File: src/rtl/regfile_pkg.sv
// Shared sizing for the register-file write-back path: index/data widths,
// register count and the default number of write-back producers.
package regfile_pkg;

  localparam int REG_W           = 5;
  localparam int DATA_W          = 32;
  localparam int NUM_REGS        = 32;
  localparam int NUM_REQ_DEFAULT = 3;

  // Width of an index into a vector of n requesters (at least one bit).
  function automatic int idx_width(input int n);
    return (n > 1) ? $clog2(n) : 1;
  endfunction

endpackage

File: src/rtl/rr_arbiter.sv
// Round-robin arbiter: grants the first request after the last winner,
// wrapping modulo N. The last pointer advances only on a completed transfer.
module rr_arbiter #(
  parameter int N  = 3,
  parameter int IW = regfile_pkg::idx_width(N)
) (
  input  logic          clk,
  input  logic          rst_n,
  input  logic [N-1:0]  req,
  input  logic          update,
  input  logic [IW-1:0] grant_idx,
  output logic [N-1:0]  grant
);

  logic [IW-1:0] last;
  logic [IW-1:0] idx;
  logic          found;

  always_ff @(posedge clk or negedge rst_n) begin
    if (!rst_n) begin
      last <= IW'(N - 1);
    end else if (update) begin
      last <= grant_idx;
    end
  end

  // Scan last+1 .. last+N so the previous winner is considered last.
  always_comb begin
    grant = '0;
    found = 1'b0;
    idx   = '0;
    for (int k = 1; k <= N; k++) begin
      idx = IW'((int'(last) + k) % N);
      if (!found && req[idx]) begin
        grant[idx] = 1'b1;
        found      = 1'b1;
      end
    end
  end

endmodule

File: src/rtl/regfile_wb_arbiter.sv
// Write-back arbiter for the register file: round-robin selection among
// producers, one registered write stage, and a pending-destination scoreboard.
module regfile_wb_arbiter #(
  parameter int NUM_REQ = regfile_pkg::NUM_REQ_DEFAULT,
  parameter int REG_W   = regfile_pkg::REG_W,
  parameter int DATA_W  = regfile_pkg::DATA_W
) (
  input  logic                      clk,
  input  logic                      reset,
  input  logic [NUM_REQ-1:0]        req_valid,
  input  logic [NUM_REQ*REG_W-1:0]  req_reg,
  input  logic [NUM_REQ*DATA_W-1:0] req_data,
  output logic [NUM_REQ-1:0]        req_ready,
  input  logic                      wb_stall,
  input  logic                      issue_valid,
  input  logic [REG_W-1:0]          issue_reg,
  output logic                      issue_ready,
  input  logic [REG_W-1:0]          query_reg_a,
  input  logic [REG_W-1:0]          query_reg_b,
  output logic                      pending_a,
  output logic                      pending_b,
  output logic                      write_register_d,
  output logic [REG_W-1:0]          register_d,
  output logic [DATA_W-1:0]         data_register_d_in
);

  import regfile_pkg::*;

  localparam int IW = idx_width(NUM_REQ);

  logic [NUM_REQ-1:0]  arb_req;
  logic [IW-1:0]       grant_idx;
  logic                xfer;
  logic [NUM_REGS-1:0] pending;

  // Stall masks the request vector so no grant can be produced.
  assign arb_req = req_valid & {NUM_REQ{~wb_stall}};

  rr_arbiter #(
    .N  (NUM_REQ),
    .IW (IW)
  ) u_rr_arbiter (
    .clk       (clk),
    .rst_n     (reset),
    .req       (arb_req),
    .update    (xfer),
    .grant_idx (grant_idx),
    .grant     (req_ready)
  );

  assign xfer = |(req_valid & req_ready);

  always_comb begin
    grant_idx = '0;
    for (int i = 0; i < NUM_REQ; i++) begin
      if (req_ready[i]) grant_idx = IW'(i);
    end
  end

  always_ff @(posedge clk or negedge reset) begin
    if (!reset) begin
      write_register_d   <= 1'b0;
      register_d         <= '0;
      data_register_d_in <= '0;
    end else begin
      write_register_d <= xfer;
      if (xfer) begin
        register_d         <= req_reg[grant_idx*REG_W +: REG_W];
        data_register_d_in <= req_data[grant_idx*DATA_W +: DATA_W];
      end
    end
  end

  assign issue_ready = ~pending[issue_reg];
  assign pending_a   = pending[query_reg_a];
  assign pending_b   = pending[query_reg_b];

  // Clear before set: a same-index collision cannot occur since issue is
  // refused while the index is pending.
  always_ff @(posedge clk or negedge reset) begin
    if (!reset) begin
      pending <= '0;
    end else begin
      if (write_register_d) pending[register_d] <= 1'b0;
      if (issue_valid && issue_ready) pending[issue_reg] <= 1'b1;
    end
  end

endmodule

File: config.mk
export PLATFORM = sky130hd
export DESIGN_NAME = regfile_wb_arbiter
export DESIGN_NICKNAME = d
export VERILOG_FILES = /design/src/rtl/regfile_pkg.sv /design/src/rtl/rr_arbiter.sv /design/src/rtl/regfile_wb_arbiter.sv
export SDC_FILE = /design/constraint.sdc
export NUM_CORES = 1
export LEC_CHECK = 0
export CORE_MARGIN = 5
export CORE_UTILIZATION = 49
export CTS_BUF_LIST = sky130_fd_sc_hd__clkbuf_16
export CTS_CLUSTER_DIAMETER = 80
export DETAILED_ROUTE_END_ITERATION = 6
export PLACE_DENSITY = 0.92
export REMOVE_ABC_BUFFERS = 1
export SLEW_MARGIN = 20
export SYNTH_ARGS = -nofsm -noshare
export SYNTH_HDL_FRONTEND = slang
export SYNTH_SLANG_ARGS = --single-unit
File: constraint.sdc
create_clock -name clk -period 6.1 [get_ports clk]
set_clock_uncertainty 0.05 [all_clocks]
set_input_delay 1.83 -clock clk [delete_from_list [all_inputs] [get_ports clk]]
set_output_delay 1.83 -clock clk [all_outputs]
set_load 0.03 [all_outputs]
==> results of run 1 <==
[layout make-up]
type	instances	area, um^2	area share
clock buffer	9	225	0.0321
clock inverter	7	55.1	0.00785
inverter	9	33.8	0.00482
multi-input combinational	286	2860	0.409
sequential	72	1800	0.257
tap	133	166	0.0237
timing repair buffer	186	1860	0.266
[cells in the final DEF (no fill, tap or decap), types with 4 or more instances in the layout]
cell,netlist,final
clkdlybuf4s50_1,0,171
mux2_2,111,111
dfrtp_1,71,71
o21ai_0,68,68
mux4_2,28,28
inv_1,9,11
nand3b_1,11,11
clkbuf_16,0,9
buf_4,2,9
nand2b_1,7,7
nor2_1,6,6
nand3_1,6,6
nand2_1,5,5
or3b_2,5,5
a21oi_1,4,4
ha_1,4,4
[worst register-to-register path: cells and delay by family (launching register included)]
kind | cells | cell delay, ps
buf+inv | 3 | 720
fa+ha+maj | 1 | 260
compound gates | 3 | 1010
mux | 2 | 760
flops | 1 | 540
[how the worst max path moves through the flow]
stage	startpoint	end	depth (start not counted)
after floorplan	wb_stall	req_ready[2]	4
after global placement	query_reg_a[0]	pending_a	6
after detailed placement	query_reg_b[0]	pending_b	6
after CTS	query_reg_b[0]	pending_b	6
after global routing	req_valid[0]	req_ready[0]	6
final	query_reg_b[0]	pending_b	6
[kinds of logic after synthesis]
kind of cell | after synthesis
AO/OA/AOI/OAI | 84
adder cells (fa/ha/maj) | 4
buffers and inverters | 33
flip-flops | 72
multiplexers | 145
AND/OR/NAND/NOR | 53
[layer usage]
layer | track usage | wire length [um] | vias up
li1 | - | - | 1844
met1 | 0.323 | 5610 | 2093
met2 | 0.476 | 8160 | 282
met3 | 0.0710 | 1370 | 49
met4 | 0.104 | 489 | 0
met5 | 0 | 0 | -
[registers in the layout, summed over array words and instances (netlist names)]
name,count
data_register_d_in,32
register_d,5
pending,32
u_rr_arbiter.last,2
write_register_d,1
[cell usage after synthesis (2+ instances only)]
master / count
buf_2: 7
mux2i_1: 3
nand4_1: 2
nand2b_1: 7
clkbuf_1: 11
mux2_2: 111
dfrtp_1: 71
nor2b_1: 3
nand3b_1: 11
mux4_2: 28
ha_1: 4
nor2_1: 6
mux2_1: 3
o21ai_0: 68
buf_4: 2
a21oi_1: 4
a221oi_4: 2
inv_1: 9
or3b_2: 5
buf_6: 4
nand3_1: 6
nand2_1: 5
[per-stage QoR]
| stage | setup TNS [ps] | setup slack [ps] |
|---|---|---|
| 3_3_place_gp | -166 | -87.3 |
| 3_5_place_dp | -283 | -163 |
| 5_1_grt | 0 | 38.6 |
| 4_1_cts | 0 | 108 |
| 2_1_floorplan | -719 | -719 |
| 6_report | 0 | 113 |
[power groups by stage]
stage	Combinational, mW	Sequential (mW)	Clock (mW)
after detailed placement	1.86	0.971	0
final	1.85	0.986	0.501
after floorplan	0.965	1.13	0
after CTS	1.86	0.970	0.505
after global placement	1.80	0.953	0
after global routing	1.96	1.01	0.532
[repair_timing]
action,4_1_cts,5_1_grt
resized for setup,2,0
hold endpoints to repair,0,0
setup endpoints to repair,2,0
==> impl_metrics.yaml, run 1 <==
power:
  p_comb_frac: 0.554
  p_sw_mw: 1.35
  pwr-share-clk: 0.150
  seqPwrFrac: 0.296
  power.share.switching: 0.405
  peakVddDrop_v: 0.000290
  cellPowerDensity_nw_per_um2: 476
  power_leakage_nw: 2.64
  intPower_mw: 1.98
  finalPower_mw: 3.34
detailed_routing:
  ant_nets: 0
  num_vias: 4268
  route.detailed.drc: 0
  drt-total-wl_mm: 15.6
  dr.pass1.iters: 6
  drt-vias-per-instance: 6.08
  wl_per_cell_um: 22.3
  drt-initial-drc-count: 321
grt:
  grt_pass1_vias: 4515
  grt_max_degree: 40
  overflow: 0
  grt_first_pass_wirelength_mm: 24.4
  track_usage: 0.274
  antenna_found_initial: 0
worst_setup_path:
  reg2reg_depth: 9
  rrSetupSlack_ps: 2650
  worst_ep_required_time_ps: 4220
  cp_max_fo: 8
  r2r-start: "u_rr_arbiter.last[1]$_DFFE_PN1P_"
  critPathCaptureType: "output port"
  r2r_end: "data_register_d_in[31]$_DFFE_PN0P_"
  cpLargestDelayFamily: "multiplexers"
  cp.arrival_ps: 4110
  cp_slowest_cell: "clkdlybuf4s50_1"
  max_stage_delay_ps: 510
  crit_path_frequent_cell: "mux4_2"
  cp.buffers_inverters: 3
  crit_chain: "clkdlybuf4s50_1 -> buf_12 -> mux4_2 -> mux4_2 -> mux2_2 -> dlygate4sd2_1"
  path_class: "in -> out"
  cp-start-kind: "primary input"
synthesis:
  synth_top_area_frac: 0.370
  synth_top_area_cell: "dfrtp_1"
  synth_cells: 391
  syn_area_um2: 4810
  synthMuxAreaShare: 0.404
  async_flop_share: 1.00
  yosys_warnings: 0
  ys_ff_latch: 72
  seq_area_frac_synth: 0.375
  synth_fa_ha_area_frac: 0.0104
  synth.avg_cell_area_um2: 12.3
  synth_top_family_by_area: "multiplexers"
  synth_cell_types: 41
  ys.flop_type: "dfrtp_1"
  ys_top_cells_by_area: "dfrtp_1 37%, mux2_2 26%, mux4_2 13%"
  synth_edf_count: 0
  synth-simple-area-share: 0.0703
  synth-compound-area-share: 0.104
  synth_xor_area_frac: 0
clocking:
  cts_setup_buffers: 0
  htreeDepth: 3
  cts.sink_count: 72
  cts_made_buffers: 9
  root_buffer: "clkbuf_16"
  hold_buffers: 0
  clkTransAtPathRegs_ps: 50
  cts_tree: "yes"
  clk-insertion-delay-late_ps: 330
  cts.path.max_buffers: 2
timing:
  tightest_slew_ps: 890
  finalCriticalPeriod_ps: 5990
  slew_viol_final: 0
  setup_violations: 0
  min_period_over_period: 0.982
  relSlewSlack: 0.407
  holdWs_ps: 452
  fmax_mhz: 167
  hold_viol: 0
  rsz0062_at_grt: "false"
finish:
  layoutNonFillerInstCount: 702
  fin_area_um2: 7010
  num_antenna_cells: 0
  synthToLayoutAreaGrowth_pct: 45.8
  fill_cells: 657
  fin_nets: 701
  drive_above_1_share: 0.306
  final_util: 0.724
die:
  initial_core_util: 0.496
  rows: 36
  core_area_um2: 9680
  dieArea_um2: 11900
  die_w_um: 109
  io_pins: 177
  die-height_um: 109
placement:
  placed_area_um2: 6730
  dp.cells: 686
  globalplace.congestion: 0.957
  port-buffer-count: 176
  hpwl_mm: 12.1
hold_path:
  min-delay-start: "data_register_d_in[16]$_DFFE_PN0P_"
  holdPathStages: 1
  hp-class: "reg -> reg"
  min_to: "data_register_d_in[16]$_DFFE_PN0P_"
run:
  drv_cap: 0
run_status:
  outcome: "finished, final reports clean"
(Power assumes the default switching activity.)
==> run 2, diff against run 1 <==
Settings changed: CORE_MARGIN 5 to default.
==> run 2 against run 1 <==
Effect of this change:
- die area decreased by 14%
- clock power up 11%
- setup slack worse by 49 ps
- core utilization is 3.0 points higher
- fmax decreased by 0.81%
- critical path type unchanged
- largest power group unchanged
==> impl_metrics.yaml, run 2 (same netlist as run 1, synthesis figures left out) <==
finish:
  final_common_cell: "clkdlybuf4s50_1"
  top_regs: "data_register_d_in: 32 flops, pending: 32 flops, register_d: 5 flops"
  final_cell_mix: "170 x clkdlybuf4s50_1, 111 x mux2_2, 71 x dfrtp_1"
  final_util: 0.754
  fin_nets: 705
  num_antenna_cells: 0
  synthToLayoutAreaGrowth_pct: 47.0
  drive_above_1_share: 0.316
  layoutNonFillerInstCount: 702
detailed_routing:
  drt-initial-drc-count: 340
  drt-total-wl_mm: 14.9
  wl_per_cell_um: 21.2
  drt-vias-per-instance: 5.99
  route.detailed.drc: 0
  num_vias: 4205
  dr.pass1.iters: 5
  ant_nets: 0
die:
  rows: 35
  io_pins: 177
  dieArea_um2: 10200
  die_w_um: 101
  initial_core_util: 0.513
  die-height_um: 101
  core_area_um2: 9370
worst_setup_path:
  crit_chain: "clkdlybuf4s50_1 -> buf_12 -> mux4_2 -> mux4_2 -> mux2_2 -> dlygate4sd2_1"
  r2r-start: "u_rr_arbiter.last[0]$_DFFE_PN0P_"
  cp-start-kind: "primary input"
  rrSetupSlack_ps: 2650
  cp_max_fo: 8
  max_stage_delay_ps: 520
  crit_path_frequent_cell: "mux4_2"
  r2r_end: "data_register_d_in[25]$_DFFE_PN0P_"
  path_class: "in -> out"
  reg2reg_depth: 9
  critPathCaptureType: "output port"
  cp.arrival_ps: 4160
  worst_ep_required_time_ps: 4220
  cp_slowest_cell: "clkdlybuf4s50_1"
power:
  finalPower_mw: 3.38
  cellPowerDensity_nw_per_um2: 479
  power_leakage_nw: 2.68
  peakVddDrop_v: 0.000300
timing:
  setup_ws_ps: 63.6
  holdWs_ps: 453
  slew_viol_final: 0
  min_period_over_period: 0.990
  fmax_mhz: 166
  tightest_slew_ps: 916
  setup_violations: 0
  hold_viol: 0
  relSlewSlack: 0.389
  finalCriticalPeriod_ps: 6040
  rsz0062_at_grt: "false"
grt:
  overflow: 0
  antenna_found_initial: 0
  grt_pass1_vias: 4435
  track_usage: 0.308
  grt_first_pass_wirelength_mm: 23.5
  grt_max_degree: 41
placement:
  hpwl_mm: 11.2
  port-buffer-count: 176
  globalplace.congestion: 0.964
  pre_cts_ws_ps: -166
  dp.cells: 686
clocking:
  cts_tree: "yes"
  cts.path.max_buffers: 2
  clkTransAtPathRegs_ps: 60
  cts_made_buffers: 9
  clk-insertion-delay-late_ps: 330
  hold_buffers: 0
  htreeDepth: 3
  root_buffer: "clkbuf_16"
  cts.sink_count: 72
run:
  drv_cap: 0
hold_path:
  min_to: "data_register_d_in[9]$_DFFE_PN0P_"
  hp-class: "reg -> reg"
  holdPathStages: 1
  min-delay-start: "data_register_d_in[9]$_DFFE_PN0P_"
run_status:
  outcome: "finished, final reports clean"
-- run 2: cell types whose count changed in the layout (fill, tap and decap cells not counted), sizes merged --
cell,change
clkinvlp,+1
bufinv,+1
clkdlybuf4s50,-1
inv,-2
buf,+4
dlymetal6s2s,+1
-- run 2: worst max path at each step --
| stage | start | end | slack [ps] |
|---|---|---|---|
| 5_1_grt | query_reg_a[0] | pending_a | 30 |
| 3_5_place_dp | query_reg_a[0] | pending_a | -170 |
| 3_3_place_gp | query_reg_a[0] | pending_a | -90 |
| 2_1_floorplan | wb_stall | req_ready[2] | -720 |
| 6_report | query_reg_a[0] | pending_a | 60 |
| 4_1_cts | query_reg_a[0] | pending_a | 70 |
-- run 2: metrics by stage --
stage | TNS, ps | cell area, um^2
CTS | 0 | 7070
global placement | -186 | 6760
floorplan | -719 | 4670
finish | 0 | 7070
detailed placement | -265 | 6760
global route | 0 | 7070
-- run 2: layout make-up --
type	count	area, um^2
timing repair buffer	190	1890
fill	606	2300
sequential	72	1800
multi-input combinational	286	2860
inverter	9	33.8
clock buffer	9	225
tap	129	161
clock inverter	7	86.3
-- run 2: routing by layer --
layer	GRT usage	routed length, um	up-vias
met5	0	0	-
met4	0.103	371	0
met3	0.0520	1070	36
met2	0.547	7800	224
met1	0.380	5620	2088
li1	-	-	1857
-- run 2: power breakdown --
group | switching [mW] | leakage, nW | internal [mW]
logic | 0.895 | 1.72 | 0.965
registers | 0.246 | 0.811 | 0.722
clock network | 0.200 | 0.153 | 0.354
-- run 2: timing repair --
item                                    CTS  global route
gates resized for setup                   2             1
endpoints found under the setup margin    2             1
buffers inserted                          0             0
gates cloned                              0             0
-- run 2: critical path: cells and delay by family --
kind                   cells  cell delay, ps
buffers and inverters      3            1030
muxes                      3            1290
==> run 3, diff against run 2 <==
Settings changed: CTS_CLUSTER_DIAMETER 80 to 30, PLACE_DENSITY 0.92 to 0.95.
==> run 3 against run 2 <==
Effect of this change:
- critical path depth unchanged
- sequential power hardly changed
- hold slack lost 6.1 ps
- sequential share of layout area increased by 0.22 points
- die area unchanged
- via count rose by 0.40%
- wire length up 0.34%
- power down 1.5%
- critical endpoint is now pending_b
- non-clock buffer count shrank 3
- final cell count shrank 0.43%
==> impl_metrics.yaml, run 3 (same netlist as run 1, synthesis figures left out) <==
hold_path:
  min_to: "data_register_d_in[8]$_DFFE_PN0P_"
  holdPathStages: 1
  min-delay-start: "data_register_d_in[8]$_DFFE_PN0P_"
  hp-class: "reg -> reg"
detailed_routing:
  drt-total-wl_mm: 14.9
  drt-vias-per-instance: 6.04
  wl_per_cell_um: 21.3
  ant_nets: 0
  dr.pass1.iters: 4
  route.detailed.drc: 0
  drt-initial-drc-count: 210
  num_vias: 4222
worst_setup_path:
  critPathCaptureType: "output port"
  reg2reg_depth: 9
  r2r-start: "u_rr_arbiter.last[0]$_DFFE_PN0P_"
  r2r_end: "data_register_d_in[29]$_DFFE_PN0P_"
  cp-start-kind: "primary input"
  worst_ep_required_time_ps: 4220
  path_class: "in -> out"
  cp_max_fo: 8
  rrSetupSlack_ps: 2590
  cp.arrival_ps: 4110
finish:
  final_cell_mix: "171 x clkdlybuf4s50_1, 111 x mux2_2, 71 x dfrtp_1"
  synthToLayoutAreaGrowth_pct: 45.8
  num_antenna_cells: 0
  fin_nets: 702
  final_common_cell: "clkdlybuf4s50_1"
  drive_above_1_share: 0.311
  top_regs: "data_register_d_in: 32 flops, pending: 32 flops, register_d: 5 flops"
  fin_area_um2: 7010
  layoutNonFillerInstCount: 699
  final_util: 0.748
clocking:
  cts_tree: "yes"
  htreeDepth: 3
  cts_resized: 2
  clk-insertion-delay-late_ps: 330
  cts_made_buffers: 9
  cts.path.max_buffers: 2
  root_buffer: "clkbuf_16"
  hold_buffers: 0
  cts_setup_buffers: 0
  clkTransAtPathRegs_ps: 50
  cts.sink_count: 72
die:
  dieArea_um2: 10200
  initial_core_util: 0.513
  io_pins: 177
  rows: 35
  die_w_um: 101
  core_area_um2: 9370
  die-height_um: 101
grt:
  grt_first_pass_wirelength_mm: 23.5
  grt_pass1_vias: 4571
  track_usage: 0.307
  overflow: 0
  antenna_found_initial: 0
  grt_max_degree: 40
timing:
  tightest_slew_ps: 784
  finalCriticalPeriod_ps: 5990
  min_period_over_period: 0.982
  setup_violations: 0
  slew_viol_final: 0
  hold_viol: 0
  fmax_mhz: 167
  relSlewSlack: 0.477
  rsz0062_at_grt: "false"
power:
  finalPower_mw: 3.33
  power_leakage_nw: 2.64
  cellPowerDensity_nw_per_um2: 475
  peakVddDrop_v: 0.000325
placement:
  port-buffer-count: 176
  dp.cells: 683
  globalplace.congestion: 0.979
  hpwl_mm: 11.3
  placed_area_um2: 6720
run:
  drv_cap: 0
run_status:
  outcome: "finished, final reports clean"
==> run 3: cell types whose count changed in the layout (fill, tap and decap cells not counted) <==
| cell | before | now |
|---|---|---|
| buf_12 | 3 | 2 |
| buf_4 | 13 | 11 |
| bufinv_16 | 2 | 1 |
| clkdlybuf4s50_1 | 170 | 171 |
| clkinv_2 | 3 | 2 |
| clkinv_4 | 0 | 1 |
| dlymetal6s2s_1 | 1 | 0 |
| inv_1 | 9 | 10 |
==> run 3: area by class of cell <==
class / instances / area, um^2
Tap cell: 129 / 161
Sequential cell: 72 / 1800
Clock buffer: 9 / 225
Clock inverter: 7 / 63.8
Timing Repair Buffer: 187 / 1860
Inverter: 9 / 33.8
Multi-Input combinational cell: 286 / 2860
Fill cell: 644 / 2360
==> run 3: how the worst max path moves through the flow <==
| stage | from | endpoint | slack, ps | cells past startpoint |
|---|---|---|---|---|
| floorplan | wb_stall | req_ready[2] | -720 | 4 |
| global placement | query_reg_a[0] | pending_a | -90 | 6 |
| detailed placement | query_reg_b[0] | pending_b | -130 | 6 |
| CTS | query_reg_b[0] | pending_b | 110 | 6 |
| global route | req_valid[0] | req_ready[0] | 40 | 6 |
| finish | query_reg_b[0] | pending_b | 110 | 6 |
==> run 3: per-layer routing <==
metal | global-route usage | share of wire | vias up
met4 | 0.130 | 0.035 | 0
met2 | 0.533 | 0.52 | 228
met5 | 0 | 0 | -
met1 | 0.361 | 0.38 | 2094
li1 | - | - | 1850
met3 | 0.0749 | 0.069 | 50
==> run 3: critical path, stage by stage <==
cell and delay, ps:
clkdlybuf4s50_1 500, buf_12 150, mux4_2 510, mux4_2 480, mux2_2 270, dlygate4sd2_1 370
==> run 3: report_power, final <==
group	total (mW)	internal (mW)	switching, mW	leakage [nW]
Sequential	0.969	0.722	0.248	0.811
Clock	0.511	0.313	0.198	0.144
Combinational	1.85	0.954	0.898	1.68
==> run 3: metrics by stage <==
step	hold slack, ps	setup WS, ps	setup TNS, ps
2_1_floorplan	448	-719	-719
3_3_place_gp	427	-91.8	-175
3_5_place_dp	443	-134	-259
4_1_cts	455	114	0
5_1_grt	461	42.1	0
6_report	447	111	0
